--- src/rtl/hazard_ctrl_if.sv ---
// hazard_ctrl_if: pipeline-stage status in, hazard control out.
// The fwd_a_sel/fwd_b_sel members exist only when HAZARD_FORWARD_EN is defined.
interface hazard_ctrl_if;
  logic [4:0]  id_rs1_addr;
  logic [4:0]  id_rs2_addr;
  logic        id_rs1_used;
  logic        id_rs2_used;
  logic [4:0]  exe_write_addr_o;
  logic        exe_reg_write;
  logic        exe_DM_read;
  logic [4:0]  mem_write_addr;
  logic        mem_reg_write;
  logic        exe_branch_taken;
  logic        mem_DM_req;
  logic        dm_ready;
  logic        pc_stall;
  logic        ifid_stall;
  logic        ifid_flush;
  logic        idexe_flush;
  logic        exe_stall;
  logic [15:0] stall_cnt;
`ifdef HAZARD_FORWARD_EN
  logic [1:0]  fwd_a_sel;
  logic [1:0]  fwd_b_sel;

  modport master (
    output id_rs1_addr, id_rs2_addr, id_rs1_used, id_rs2_used,
           exe_write_addr_o, exe_reg_write, exe_DM_read,
           mem_write_addr, mem_reg_write, exe_branch_taken, mem_DM_req, dm_ready,
    input  pc_stall, ifid_stall, ifid_flush, idexe_flush, exe_stall, stall_cnt,
           fwd_a_sel, fwd_b_sel
  );

  modport slave (
    input  id_rs1_addr, id_rs2_addr, id_rs1_used, id_rs2_used,
           exe_write_addr_o, exe_reg_write, exe_DM_read,
           mem_write_addr, mem_reg_write, exe_branch_taken, mem_DM_req, dm_ready,
    output pc_stall, ifid_stall, ifid_flush, idexe_flush, exe_stall, stall_cnt,
           fwd_a_sel, fwd_b_sel
  );
`else
  modport master (
    output id_rs1_addr, id_rs2_addr, id_rs1_used, id_rs2_used,
           exe_write_addr_o, exe_reg_write, exe_DM_read,
           mem_write_addr, mem_reg_write, exe_branch_taken, mem_DM_req, dm_ready,
    input  pc_stall, ifid_stall, ifid_flush, idexe_flush, exe_stall, stall_cnt
  );

  modport slave (
    input  id_rs1_addr, id_rs2_addr, id_rs1_used, id_rs2_used,
           exe_write_addr_o, exe_reg_write, exe_DM_read,
           mem_write_addr, mem_reg_write, exe_branch_taken, mem_DM_req, dm_ready,
    output pc_stall, ifid_stall, ifid_flush, idexe_flush, exe_stall, stall_cnt
  );
`endif
endinterface

--- src/rtl/hazard_ctrl.sv ---
// hazard_ctrl: stall/flush/forward control for a 5-stage pipeline.
// Define HAZARD_FORWARD_EN to forward non-load RAW operands instead of stalling.
module hazard_ctrl (
  input  logic         clk,
  input  logic         rst,
  hazard_ctrl_if.slave bus
);
  localparam int unsigned AW = 5;
  localparam int unsigned CW = 16;
  localparam logic [CW-1:0] CNT_MAX = '1;

  typedef enum logic [1:0] {RUN, LDSTALL, FLUSH, MEMWAIT} state_t;

  state_t        r_state;
  state_t        w_next;
  logic [CW-1:0] r_stall_cnt;
  logic          w_rs1_exe, w_rs2_exe, w_rs1_mem, w_rs2_mem;
  logic          w_lu_ok, w_raw_ok;
  logic          w_pc_stall, w_ifid_stall, w_ifid_flush, w_idexe_flush, w_exe_stall;

  // Register 0 is hard-wired, so it never creates a dependency.
  function automatic logic raw_hit(input logic used, input logic [AW-1:0] src,
                                   input logic [AW-1:0] dest, input logic we);
    return used && (src == dest) && (dest != '0) && we;
  endfunction

  assign w_rs1_exe = raw_hit(bus.id_rs1_used, bus.id_rs1_addr, bus.exe_write_addr_o, bus.exe_reg_write);
  assign w_rs2_exe = raw_hit(bus.id_rs2_used, bus.id_rs2_addr, bus.exe_write_addr_o, bus.exe_reg_write);
  assign w_rs1_mem = raw_hit(bus.id_rs1_used, bus.id_rs1_addr, bus.mem_write_addr, bus.mem_reg_write);
  assign w_rs2_mem = raw_hit(bus.id_rs2_used, bus.id_rs2_addr, bus.mem_write_addr, bus.mem_reg_write);

  // After a flush ID holds a bubble; after a load-use stall the load has left EXE.
  assign w_lu_ok  = (r_state != FLUSH) && (r_state != LDSTALL);
  assign w_raw_ok = (r_state != FLUSH);

  always_ff @(posedge clk or negedge rst) begin
    if (!rst) r_state <= RUN;
    else      r_state <= w_next;
  end

  // Priority: memory wait > taken branch > load-use > RAW stall.
  always_comb begin
    w_next        = RUN;
    w_pc_stall    = 1'b0;
    w_ifid_stall  = 1'b0;
    w_ifid_flush  = 1'b0;
    w_idexe_flush = 1'b0;
    w_exe_stall   = 1'b0;
    if (bus.mem_DM_req && !bus.dm_ready) begin
      w_pc_stall   = 1'b1;
      w_ifid_stall = 1'b1;
      w_exe_stall  = 1'b1;
      w_next       = MEMWAIT;
    end else if (bus.exe_branch_taken) begin
      w_ifid_flush  = 1'b1;
      w_idexe_flush = 1'b1;
      w_next        = FLUSH;
    end else if (w_lu_ok && bus.exe_DM_read && (w_rs1_exe || w_rs2_exe)) begin
      w_pc_stall    = 1'b1;
      w_ifid_stall  = 1'b1;
      w_idexe_flush = 1'b1;
      w_next        = LDSTALL;
    end
`ifndef HAZARD_FORWARD_EN
    else if (w_raw_ok && (w_rs1_exe || w_rs2_exe || w_rs1_mem || w_rs2_mem)) begin
      w_pc_stall    = 1'b1;
      w_ifid_stall  = 1'b1;
      w_idexe_flush = 1'b1;
    end
`endif
  end

`ifdef HAZARD_FORWARD_EN
  logic [1:0] w_fwd_a, w_fwd_b;

  // A load in EXE cannot forward; its data comes from MEM after the load-use stall.
  always_comb begin
    w_fwd_a = 2'b00;
    w_fwd_b = 2'b00;
    if (w_raw_ok) begin
      if (w_rs1_exe && !bus.exe_DM_read) w_fwd_a = 2'b01;
      else if (w_rs1_mem)                w_fwd_a = 2'b10;
      if (w_rs2_exe && !bus.exe_DM_read) w_fwd_b = 2'b01;
      else if (w_rs2_mem)                w_fwd_b = 2'b10;
    end
  end

  assign bus.fwd_a_sel = rst ? w_fwd_a : 2'b00;
  assign bus.fwd_b_sel = rst ? w_fwd_b : 2'b00;
`endif

  // Reset masks the combinational outputs without waiting for a clock.
  assign bus.pc_stall    = rst & w_pc_stall;
  assign bus.ifid_stall  = rst & w_ifid_stall;
  assign bus.ifid_flush  = rst & w_ifid_flush;
  assign bus.idexe_flush = rst & w_idexe_flush;
  assign bus.exe_stall   = rst & w_exe_stall;

  always_ff @(posedge clk or negedge rst) begin
    if (!rst)                                      r_stall_cnt <= '0;
    else if (w_pc_stall && r_stall_cnt != CNT_MAX) r_stall_cnt <= r_stall_cnt + CW'(1);
  end

  assign bus.stall_cnt = r_stall_cnt;
endmodule
--- src/flat_wrapper.sv ---
// flat-port wrapper written by rule: the top's interface ports become plain ports
module hazard_ctrl_flat 
  (clk, rst, bus_id_rs1_addr, bus_id_rs2_addr, bus_id_rs1_used, bus_id_rs2_used, bus_exe_write_addr_o, bus_exe_reg_write, bus_exe_DM_read, bus_mem_write_addr, bus_mem_reg_write, bus_exe_branch_taken, bus_mem_DM_req, bus_dm_ready, bus_pc_stall, bus_ifid_stall, bus_ifid_flush, bus_idexe_flush, bus_exe_stall, bus_stall_cnt);
  hazard_ctrl_if bus_i ();
  input  logic clk;
  input  logic rst;
  input wire logic [$bits(bus_i.id_rs1_addr)-1:0] bus_id_rs1_addr;
  input wire logic [$bits(bus_i.id_rs2_addr)-1:0] bus_id_rs2_addr;
  input wire logic [$bits(bus_i.id_rs1_used)-1:0] bus_id_rs1_used;
  input wire logic [$bits(bus_i.id_rs2_used)-1:0] bus_id_rs2_used;
  input wire logic [$bits(bus_i.exe_write_addr_o)-1:0] bus_exe_write_addr_o;
  input wire logic [$bits(bus_i.exe_reg_write)-1:0] bus_exe_reg_write;
  input wire logic [$bits(bus_i.exe_DM_read)-1:0] bus_exe_DM_read;
  input wire logic [$bits(bus_i.mem_write_addr)-1:0] bus_mem_write_addr;
  input wire logic [$bits(bus_i.mem_reg_write)-1:0] bus_mem_reg_write;
  input wire logic [$bits(bus_i.exe_branch_taken)-1:0] bus_exe_branch_taken;
  input wire logic [$bits(bus_i.mem_DM_req)-1:0] bus_mem_DM_req;
  input wire logic [$bits(bus_i.dm_ready)-1:0] bus_dm_ready;
  output wire logic [$bits(bus_i.pc_stall)-1:0] bus_pc_stall;
  output wire logic [$bits(bus_i.ifid_stall)-1:0] bus_ifid_stall;
  output wire logic [$bits(bus_i.ifid_flush)-1:0] bus_ifid_flush;
  output wire logic [$bits(bus_i.idexe_flush)-1:0] bus_idexe_flush;
  output wire logic [$bits(bus_i.exe_stall)-1:0] bus_exe_stall;
  output wire logic [$bits(bus_i.stall_cnt)-1:0] bus_stall_cnt;
  assign bus_i.id_rs1_addr = bus_id_rs1_addr;
  assign bus_i.id_rs2_addr = bus_id_rs2_addr;
  assign bus_i.id_rs1_used = bus_id_rs1_used;
  assign bus_i.id_rs2_used = bus_id_rs2_used;
  assign bus_i.exe_write_addr_o = bus_exe_write_addr_o;
  assign bus_i.exe_reg_write = bus_exe_reg_write;
  assign bus_i.exe_DM_read = bus_exe_DM_read;
  assign bus_i.mem_write_addr = bus_mem_write_addr;
  assign bus_i.mem_reg_write = bus_mem_reg_write;
  assign bus_i.exe_branch_taken = bus_exe_branch_taken;
  assign bus_i.mem_DM_req = bus_mem_DM_req;
  assign bus_i.dm_ready = bus_dm_ready;
  assign bus_pc_stall = bus_i.pc_stall;
  assign bus_ifid_stall = bus_i.ifid_stall;
  assign bus_ifid_flush = bus_i.ifid_flush;
  assign bus_idexe_flush = bus_i.idexe_flush;
  assign bus_exe_stall = bus_i.exe_stall;
  assign bus_stall_cnt = bus_i.stall_cnt;
  hazard_ctrl u_core (.clk(clk), .rst(rst), .bus(bus_i));
endmodule
--- config.mk ---
export PLATFORM = sky130hd
export DESIGN_NAME = hazard_ctrl_flat
export DESIGN_NICKNAME = d
export VERILOG_FILES = /design/src/rtl/hazard_ctrl_if.sv /design/src/rtl/hazard_ctrl.sv /design/src/flat_wrapper.sv
export SDC_FILE = /design/constraint.sdc
export NUM_CORES = 1
export LEC_CHECK = 0
export ABC_CLOCK_PERIOD_IN_PS = 1800
export BUFFER_PORTS_ARGS = -buffer_cell sky130_fd_sc_hd__buf_2
export CAP_MARGIN = 20
export CORE_ASPECT_RATIO = 0.9
export CORE_MARGIN = 5
export CORE_UTILIZATION = 44
export CTS_CLUSTER_DIAMETER = 150
export DETAILED_ROUTE_END_ITERATION = 10
export PLACE_DENSITY = 0.76
export SETUP_SLACK_MARGIN = 0.2
export SLEW_MARGIN = 5
export SYNTH_ARGS = -nofsm -noshare
export SYNTH_HDL_FRONTEND = slang
export SYNTH_SLANG_ARGS = --single-unit
--- constraint.sdc ---
create_clock -name clk -period 1.8 [get_ports clk]
set_input_delay 0.18 -clock clk [delete_from_list [all_inputs] [get_ports clk]]
set_output_delay 0.18 -clock clk [all_outputs]
set_load 0.01 [all_outputs]
==> impl_metrics.env, run 1 <==
export IMPL_outcome="finished with violations"
export IMPL_failed_checks="negative setup slack"
export IMPL_r2r_cells=10
export IMPL_synthArstFlopShare_pct=100.0
export IMPL_cts_inserted_buffers=3
export IMPL_fin_crit_sh_pct=123.3
export IMPL_grt_usage_pct=16.71
export IMPL_seq_area_um2=450.4
export IMPL_cap_viol_max_count=0
export IMPL_synth_largest_area_cell="dfrtp_1"
export IMPL_tritoncts="yes"
export IMPL_wl_per_cell_um=13.87
export IMPL_grt_pass1_vias=1282
export IMPL_final_common_cell="buf_2"
export IMPL_fillCellCount=246
export IMPL_mostFrequentLayoutCells="48 x buf_2, 26 x buf_4, 18 x dfrtp_1"
export IMPL_hpwl_mm=2.815
export IMPL_drv_slew=0
export IMPL_rsz0062_at_grt="true"
export IMPL_slew_headroom_pct=70.77
export IMPL_vias=1235
export IMPL_netlist_top_cells_area="dfrtp_1 33%, xnor2_1 10%, xor2_1 10%"
export IMPL_critical_path_slowest_cell="or3b_4"
export IMPL_synthCells=124
export IMPL_cp_start_kind="register"
export IMPL_hold_class="in2reg"
export IMPL_synth_edf_count=0
export IMPL_synth_fp_nets=156
export IMPL_floorplan_initialDensity_pct=45.11
export IMPL_fin_skew_ns=0.005794
export IMPL_ys_types=37
export IMPL_final_setup_worst_slack_ns=-0.4198
export IMPL_remaining_drc_errors=0
export IMPL_min_to="u_core.r_state[0]"
export IMPL_clockBufferDepth=2
export IMPL_antenna_left=0
export IMPL_synth_top_area_share_pct=33.33
export IMPL_nets=239
export IMPL_crit_type="reg2out"
export IMPL_core_area_mm2=0.002995
export IMPL_finalWirelength_mm=3.426
export IMPL_cp_common_cell="nand2_1"
export IMPL_rows=19
export IMPL_insertion_delay_ns=0.29
export IMPL_yosys_most_used_dff="dfrtp_1"
export IMPL_cts_max_level=1
export IMPL_die_h_um=62.58
export IMPL_worst_pin_slew_ns=0.4369
export IMPL_ys_ff_latch=18
export IMPL_ios=51
export IMPL_syn2layout_area_growth_pct=46.39
export IMPL_drive_above_1_share_pct=55.12
export IMPL_yosys_warnings=0
export IMPL_min_from="bus_exe_branch_taken"
export IMPL_setup_viol=19
export IMPL_grt_max_degree=17
export IMPL_viasPerCell=5.000
export IMPL_final_hold_viol_count=0
export IMPL_grt_pass1_wl_mm=5.664
export IMPL_dieWidth_um=68.42
export IMPL_clock_fmax_mhz=450.5
export IMPL_worstPathArrival_ns=2.04
export IMPL_antenna_found_initial=0
export IMPL_p_leak_uw=0.0009850
export IMPL_clkSinkCount=18
export IMPL_dieArea_mm2=0.004281
export IMPL_vdd_ir_drop_max_uv=604.2
export IMPL_min_period_ns=2.220
export IMPL_end_kind="primary output"
export IMPL_multi_input_area_um2=885.9
export IMPL_syn_area_mm2=0.001351
export IMPL_crit_chain="ha_1 -> nand2_1 -> nand2_1 -> or3b_4 -> o221ai_4 -> buf_12 -> and2_4 -> buf_6"
export IMPL_first_pass_iters=4
export IMPL_rr_endpoint="u_core.bus.stall_cnt[1]"
export IMPL_worstPathRequired_ns=1.62
export IMPL_diodes=0
export IMPL_place_congestion=0.8481
export IMPL_min_path_cells=2
export IMPL_cts_root_buf="clkbuf_4"
export IMPL_grt_ovfl_total=0
export IMPL_cp_max_fo=2
export IMPL_power_uw=1240
export IMPL_power_density_mw_per_mm2=627.0
export IMPL_yosysSeqAreaShare_pct=33.33
export IMPL_r2r_start="u_core.r_state[1]"
export IMPL_drtIter0Drc=31
export IMPL_slowest_delay_ns=0.39
export IMPL_io_buffers=50
export IMPL_clk_pin_slew_ns=0.10
export IMPL_avgSynthCellArea_um2=10.90
export IMPL_holdWs_ns=0.1413
export IMPL_r2r_slack_ns=-0.41
## synthesized netlist by cell type, types with 2 or more instances
library cell	number
nand4_4	3
nand2b_1	2
nor2_1	6
dfrtp_1	18
and3_1	10
xnor2_2	2
or4_1	2
and3_4	2
xnor2_1	16
inv_1	2
xor2_1	16
nand2_1	5
nor4_1	3
ha_1	2
mux2_4	2
nand3_2	8
nand4_1	2
nand3_1	4
## power breakdown
group	leakage (µW)	switching, µW	internal [µW]
clock network	0.0000138	122	78.0
logic	0.000733	231	271
registers	0.000238	67.4	470
## how the worst max path moves through the flow
stage / slack [ns] / cells after the start / startpoint / endpoint
after floorplan: -0.22 / 8 / u_core.r_state[1] / bus_pc_stall
after global placement: -0.19 / 8 / u_core.r_state[1] / u_core.bus.stall_cnt[12]
after detailed placement: -0.24 / 8 / u_core.r_state[1] / u_core.bus.stall_cnt[12]
after CTS: -0.43 / 8 / u_core.r_state[1] / bus_ifid_stall
after global routing: -0.52 / 8 / u_core.r_state[1] / bus_ifid_stall
final: -0.42 / 8 / u_core.r_state[1] / bus_ifid_stall
## critical path, delay by kind of cell (launching register included)
kind / cells / cell delay, ns
and+or+nand+nor: 4 / 0.67
DFF: 1 / 0.38
adders and majority gates: 1 / 0.27
buffers and inverters: 2 / 0.22
AOI/OAI and AO/OA: 1 / 0.20
## layout make-up
class                   count  area share, %
clock buffers               3          1.139
multi-input cells         100          44.78
repair buffers             82          28.27
inverters                   2         0.3795
well taps                  42          2.657
flip-flops and latches     18          22.77
## what timing repair did
item	in CTS	in global routing
pin swaps	1	7
hold buffers	1	0
resized for setup	3	6
setup buffers	2	4
hold endpoints to repair	18	0
endpoints found under the setup margin	19	19
## routing by layer
metal	wire (µm)	vias to the layer above	global-route usage, %
met4	29	0	3.970
li1	-	599	-
met2	1859	24	27.77
met3	146	4	4.496
met5	0	-	0
met1	1390	608	21.01
## stage by stage
stage	utilization (%)	worst slack, ns	instances	instance area [µm²]	TNS [ns]
CTS	63.66	-0.4291	243	1907	-6.112
floorplan	-	-0.2223	124	1371	-1.457
detailed placement	61.36	-0.2375	237	1838	-2.834
global route	66.04	-0.5188	247	1978	-8.009
finish	66.04	-0.4198	247	1978	-6.396
global placement	61.36	-0.1922	237	1838	-1.993
## cells by family after synthesis
family,Yosys count,share of synthesized area (%)
multiplexers,2,2.222
XOR/XNOR,34,23.15
adder cells (fa/ha/maj),2,1.852
buffers and inverters,6,3.426
AND/OR/NAND/NOR,55,30.46
AO/OA/AOI/OAI,7,5.556
flip-flops,18,33.33
## flip-flops by register name, summed over array words and instances, names as in the netlist
name,cells
u_core.r_state,2
u_core.bus.stall_cnt,16
(Power assumes the default switching activity.)
==> run 2, diff against run 1 <==
SETUP_SLACK_MARGIN = default   (was 0.2)
==> impl_metrics.env, run 2 (same netlist as run 1, synthesis figures left out) <==
export IMPL_syn2layout_area_growth_pct=49.17
export IMPL_dieWidth_um=68.42
export IMPL_finalWirelength_mm=3.732
export IMPL_vias=1226
export IMPL_rr_endpoint="u_core.bus.stall_cnt[14]"
export IMPL_mostFrequentLayoutCells="48 x buf_2, 28 x buf_4, 18 x dfrtp_1"
export IMPL_die_h_um=62.58
export IMPL_hpwl_mm=2.809
export IMPL_wl_per_cell_um=14.93
export IMPL_crit_type="reg2out"
export IMPL_cts_max_level=1
export IMPL_slowest_delay_ns=0.39
export IMPL_drv_slew=0
export IMPL_r2r_cells=10
export IMPL_floorplan_initialDensity_pct=45.11
export IMPL_failed_checks="negative setup slack"
export IMPL_vdd_ir_drop_max_uv=490.9
export IMPL_grt_pass1_vias=1322
export IMPL_worstPathRequired_ns=1.62
export IMPL_largest_reg_flops=16
export IMPL_place_congestion=0.8419
export IMPL_first_pass_iters=4
export IMPL_critical_path_slowest_cell="dfrtp_1"
export IMPL_final_hold_viol_count=0
export IMPL_final_common_cell="buf_2"
export IMPL_worstPathArrival_ns=2.00
export IMPL_finish_utilization_pct=67.29
export IMPL_cts_root_buf="clkbuf_4"
export IMPL_tritoncts="yes"
export IMPL_min_period_ns=2.179
export IMPL_cp_start_kind="register"
export IMPL_ios=51
export IMPL_outcome="finished with violations"
export IMPL_core_area_mm2=0.002995
export IMPL_antenna_found_initial=0
export IMPL_critPathTopFamily="simple AND/OR/NAND/NOR gates"
export IMPL_viasPerCell=4.904
export IMPL_fin_skew_ns=0.01030
export IMPL_seq_area_um2=450.4
export IMPL_worst_pin_slew_ns=0.3295
export IMPL_cap_viol_max_count=0
export IMPL_place_area_mm2=0.001851
export IMPL_hold_class="in2reg"
export IMPL_rows=19
export IMPL_end_kind="primary output"
export IMPL_r2r_slack_ns=-0.37
export IMPL_remaining_drc_errors=0
export IMPL_postLayoutCellArea_mm2=0.002016
export IMPL_multi_input_area_um2=903.4
export IMPL_cp_common_cell="nand2_1"
export IMPL_grt_ovfl_total=0
export IMPL_power_density_mw_per_mm2=638.3
export IMPL_insertion_delay_ns=0.30
export IMPL_diodes=0
export IMPL_critPathLaunch="u_core.r_state[1]"
export IMPL_antenna_left=0
export IMPL_grt_max_degree=17
export IMPL_rsz0062_at_grt="true"
export IMPL_crit_end="bus_ifid_stall"
export IMPL_p_leak_uw=0.0009999
export IMPL_clk_pin_slew_ns=0.11
export IMPL_worst_path_buf_inv=1
export IMPL_fillCellCount=244
export IMPL_clkSinkCount=18
export IMPL_clock_fmax_mhz=459.0
export IMPL_crit_cells=7
export IMPL_cp_max_fo=2
export IMPL_drive_above_1_share_pct=56.73
export IMPL_nets=241
export IMPL_grt_usage_pct=17.87
export IMPL_final_setup_worst_slack_ns=-0.3786
export IMPL_clockBufferDepth=2
export IMPL_power_uw=1287
export IMPL_crit_chain="ha_1 -> nand2_1 -> nand2_1 -> or3b_4 -> o221ai_4 -> and2_4 -> buf_6"
export IMPL_r2r_start="u_core.r_state[1]"
export IMPL_slew_headroom_pct=77.93
export IMPL_setup_viol=19
export IMPL_fin_crit_sh_pct=121.0
export IMPL_drtIter0Drc=27
export IMPL_dieArea_mm2=0.004281
export IMPL_grt_pass1_wl_mm=5.913
export IMPL_cts_inserted_buffers=3
export IMPL_io_buffers=50
==> run 2: cell types whose count changed in the layout (fill, tap and decap cells not counted), sizes merged <==
cell    before  now
clkbuf       3    4
buf         81   83
==> run 2: cell type report <==
cell class / instances / area share, %
sequential: 18 / 22.35
multi-input combinational: 100 / 44.82
timing repair buffer: 84 / 28.06
tap: 42 / 2.607
inverter: 2 / 0.3724
clock buffer: 4 / 1.800
==> run 2: what timing repair did <==
action                                  CTS  global route
hold buffers                              1             0
endpoints found under the hold margin    18             0
pin swaps                                 4             9
gates resized for setup                   7             7
buffers inserted                          8             1
endpoints found under the setup margin   18            19
==> run 2: per-layer routing <==
metal	global-route usage [%]	part of all wire, %	wire [µm]	vias up
met5	0	0	0	-
met2	31.59	54	2005	39
met4	5.211	1.3	47	0
li1	-	-	-	608
met3	3.597	4.8	178	7
met1	21.03	40	1500	572
==> run 2: metrics by stage <==
stage               setup WS (ns)  cells  setup TNS [ns]  hold slack [ns]
floorplan                 -0.2225    124          -1.462          -0.1156
detailed placement        -0.2413    237          -2.575         0.002511
global placement          -0.1900    237          -1.825        -0.002140
finish                    -0.3786    250          -5.759           0.1301
CTS                       -0.4321    250          -6.247           0.1101
global route              -0.4968    250          -7.994           0.1132
==> run 2: worst min-delay path by stage <==
stage / startpoint / to / slack (ns) / cells after the start
global route: bus_exe_branch_taken / u_core.r_state[0] / 0.11 / 2
CTS: bus_exe_branch_taken / u_core.r_state[0] / 0.11 / 2
global placement: rst / u_core.r_state[1] / -0.002 / 1
detailed placement: rst / u_core.r_state[1] / 0.003 / 1
floorplan: rst / u_core.bus.stall_cnt[0] / -0.12 / 0
finish: bus_exe_branch_taken / u_core.r_state[0] / 0.13 / 2
==> run 2: power breakdown <==
part / total [µW] / switching (µW) / internal [µW]
Clock: 255 / 132 / 123
Combinational: 495 / 232 / 263
Sequential: 536 / 65.8 / 470
Total: 1290 / 430 / 857
==> run 3, diff against run 2 <==
--- a/config.mk
+++ b/config.mk
@@ -16,3 +16,3 @@
 export PLACE_DENSITY = 0.76
-export SLEW_MARGIN = 5
+export SLEW_MARGIN = 30
 export SYNTH_ARGS = -nofsm -noshare
--- a/constraint.sdc
+++ b/constraint.sdc
@@ -3,2 +3,2 @@
 set_output_delay 0.18 -clock clk [all_outputs]
-set_load 0.01 [all_outputs]
+set_load 0.1 [all_outputs]
==> impl_metrics.env, run 3 (same netlist as run 1, synthesis figures left out) <==
export IMPL_outcome="finished with violations"
export IMPL_failed_checks="negative setup slack"
export IMPL_vias=1219
export IMPL_setup_viol=19
export IMPL_vdd_ir_drop_max_uv=1143
export IMPL_die_h_um=62.58
export IMPL_core_area_mm2=0.002995
export IMPL_cts_root_buf="clkbuf_4"
export IMPL_clock_fmax_mhz=447.0
export IMPL_min_to="u_core.r_state[0]"
export IMPL_r2r_slack_ns=-0.43
export IMPL_floorplan_initialDensity_pct=45.11
export IMPL_postLayoutCellArea_mm2=0.002016
export IMPL_io_buffers=50
export IMPL_fillCellCount=246
export IMPL_first_pass_iters=4
export IMPL_largest_reg_flops=16
export IMPL_worst_pin_slew_ns=0.5004
export IMPL_r2r_cells=10
export IMPL_worstPathRequired_ns=1.62
export IMPL_min_path_cells=2
export IMPL_antenna_found_initial=0
export IMPL_mostFrequentLayoutCells="47 x buf_2, 24 x buf_4, 16 x xor2_1"
export IMPL_min_period_ns=2.237
export IMPL_cts_max_level=1
export IMPL_worstPathArrival_ns=2.06
export IMPL_clockBufferDepth=2
export IMPL_cp_start_kind="register"
export IMPL_multi_input_area_um2=892.1
export IMPL_grt_pass1_vias=1297
export IMPL_min_from="bus_exe_branch_taken"
export IMPL_hold_class="in2reg"
export IMPL_clkSinkCount=18
export IMPL_grt_max_degree=18
export IMPL_grt_ovfl_total=0
export IMPL_fin_skew_ns=0.001050
export IMPL_nets=237
export IMPL_final_setup_worst_slack_ns=-0.4370
export IMPL_slew_headroom_pct=66.87
export IMPL_place_area_mm2=0.001913
export IMPL_final_common_cell="buf_2"
export IMPL_rsz0062_at_grt="true"
export IMPL_rr_endpoint="u_core.bus.stall_cnt[12]"
export IMPL_tritoncts="yes"
export IMPL_r2r_start="u_core.r_state[1]"
export IMPL_antenna_left=0
export IMPL_dieArea_mm2=0.004281
export IMPL_crit_type="reg2out"
export IMPL_drive_above_1_share_pct=62.25
export IMPL_grt_usage_pct=18.16
export IMPL_clk_pin_slew_ns=0.10
export IMPL_remaining_drc_errors=0
export IMPL_syn2layout_area_growth_pct=49.17
export IMPL_final_hold_viol_count=0
export IMPL_wl_per_cell_um=14.90
export IMPL_p_leak_uw=0.0009668
export IMPL_finalWirelength_mm=3.666
export IMPL_drv_slew=0
export IMPL_end_kind="primary output"
export IMPL_fin_crit_sh_pct=124.3
export IMPL_cp_max_fo=2
export IMPL_diodes=0
export IMPL_drtIter0Drc=41
export IMPL_hpwl_mm=2.935
export IMPL_dieWidth_um=68.42
export IMPL_ios=51
export IMPL_fin_cells=246
export IMPL_grt_pass1_wl_mm=6.023
export IMPL_cts_inserted_buffers=3
export IMPL_seq_area_um2=478.0
export IMPL_rows=19
export IMPL_placed_cells_incl_taps=238
export IMPL_power_density_mw_per_mm2=859.8
export IMPL_cap_viol_max_count=0
export IMPL_place_congestion=0.8291
export IMPL_insertion_delay_ns=0.29
export IMPL_viasPerCell=4.955
==> run 3: cell types whose count changed in the layout (fill, tap and decap cells not counted), moves of 2 or more <==
cell     change
dfrtp_1     -12
dfrtp_2      +7
dfrtp_4      +5
buf_4        -4
buf_12       +2
nand2_1      -2
nand2_2      +2
==> run 3: how the worst max path moves through the flow <==
stage	from	to	slack [ns]	depth (start not counted)
2_1_floorplan	u_core.r_state[1]	bus_pc_stall	-0.52	8
3_3_place_gp	bus_exe_write_addr_o[0]	bus_idexe_flush	-0.22	10
3_5_place_dp	bus_exe_write_addr_o[0]	bus_idexe_flush	-0.29	10
4_1_cts	u_core.r_state[0]	bus_pc_stall	-0.44	8
5_1_grt	u_core.r_state[1]	bus_pc_stall	-0.53	7
6_report	u_core.r_state[1]	bus_pc_stall	-0.44	7
==> run 3: final cells by class <==
type | count | area share, %
Multi-Input combinational cell | 100 | 44.26
Clock buffer | 4 | 1.304
Inverter | 2 | 0.3724
Timing Repair Buffer | 80 | 27.75
Tap cell | 42 | 2.607
Sequential cell | 18 | 23.71
==> run 3: timing repair <==
item / in CTS / in global routing
hold buffers: 1 / 0
buffers inserted: 2 / 3
resized for setup: 6 / 9
setup endpoints to repair: 19 / 19
hold endpoints to repair: 18 / 0
pin swaps: 4 / 5
==> run 3: critical path: stages, from the launching register on <==
cell and delay (ns):
dfrtp_1 0.38, ha_1 0.28, nand2_2 0.07, nand2_2 0.07, or3b_4 0.39, o221ai_4 0.19
and2_4 0.21, buf_12 0.17
==> run 3: stage by stage <==
stage          utilization [%]  TNS, ns  total power [µW]  setup WS [ns]  hold WS (ns)
2_1_floorplan                -   -4.661              1263        -0.5162       -0.1156
3_3_place_gp             63.87   -2.026              1483        -0.2178      -0.01004
3_5_place_dp             63.87   -2.855              1506        -0.2895     -0.005352
4_1_cts                  66.50   -5.008              1739        -0.4445        0.1468
5_1_grt                  67.29   -8.299              1818        -0.5349        0.1578
6_report                 67.29   -6.392              1733        -0.4370        0.1567
==> run 3: power by group <==
group          internal, µW  switching, µW
registers               493           64.7
clock network          86.3            127
logic                   262            700
==> run 3: per-layer routing <==
layer	track usage (%)	vias up	part of all wire, %
li1	-	597	-
met2	31.94	26	57
met1	21.71	592	39
met3	4.496	4	3.5
met4	3.722	0	0.79
met5	0	-	0
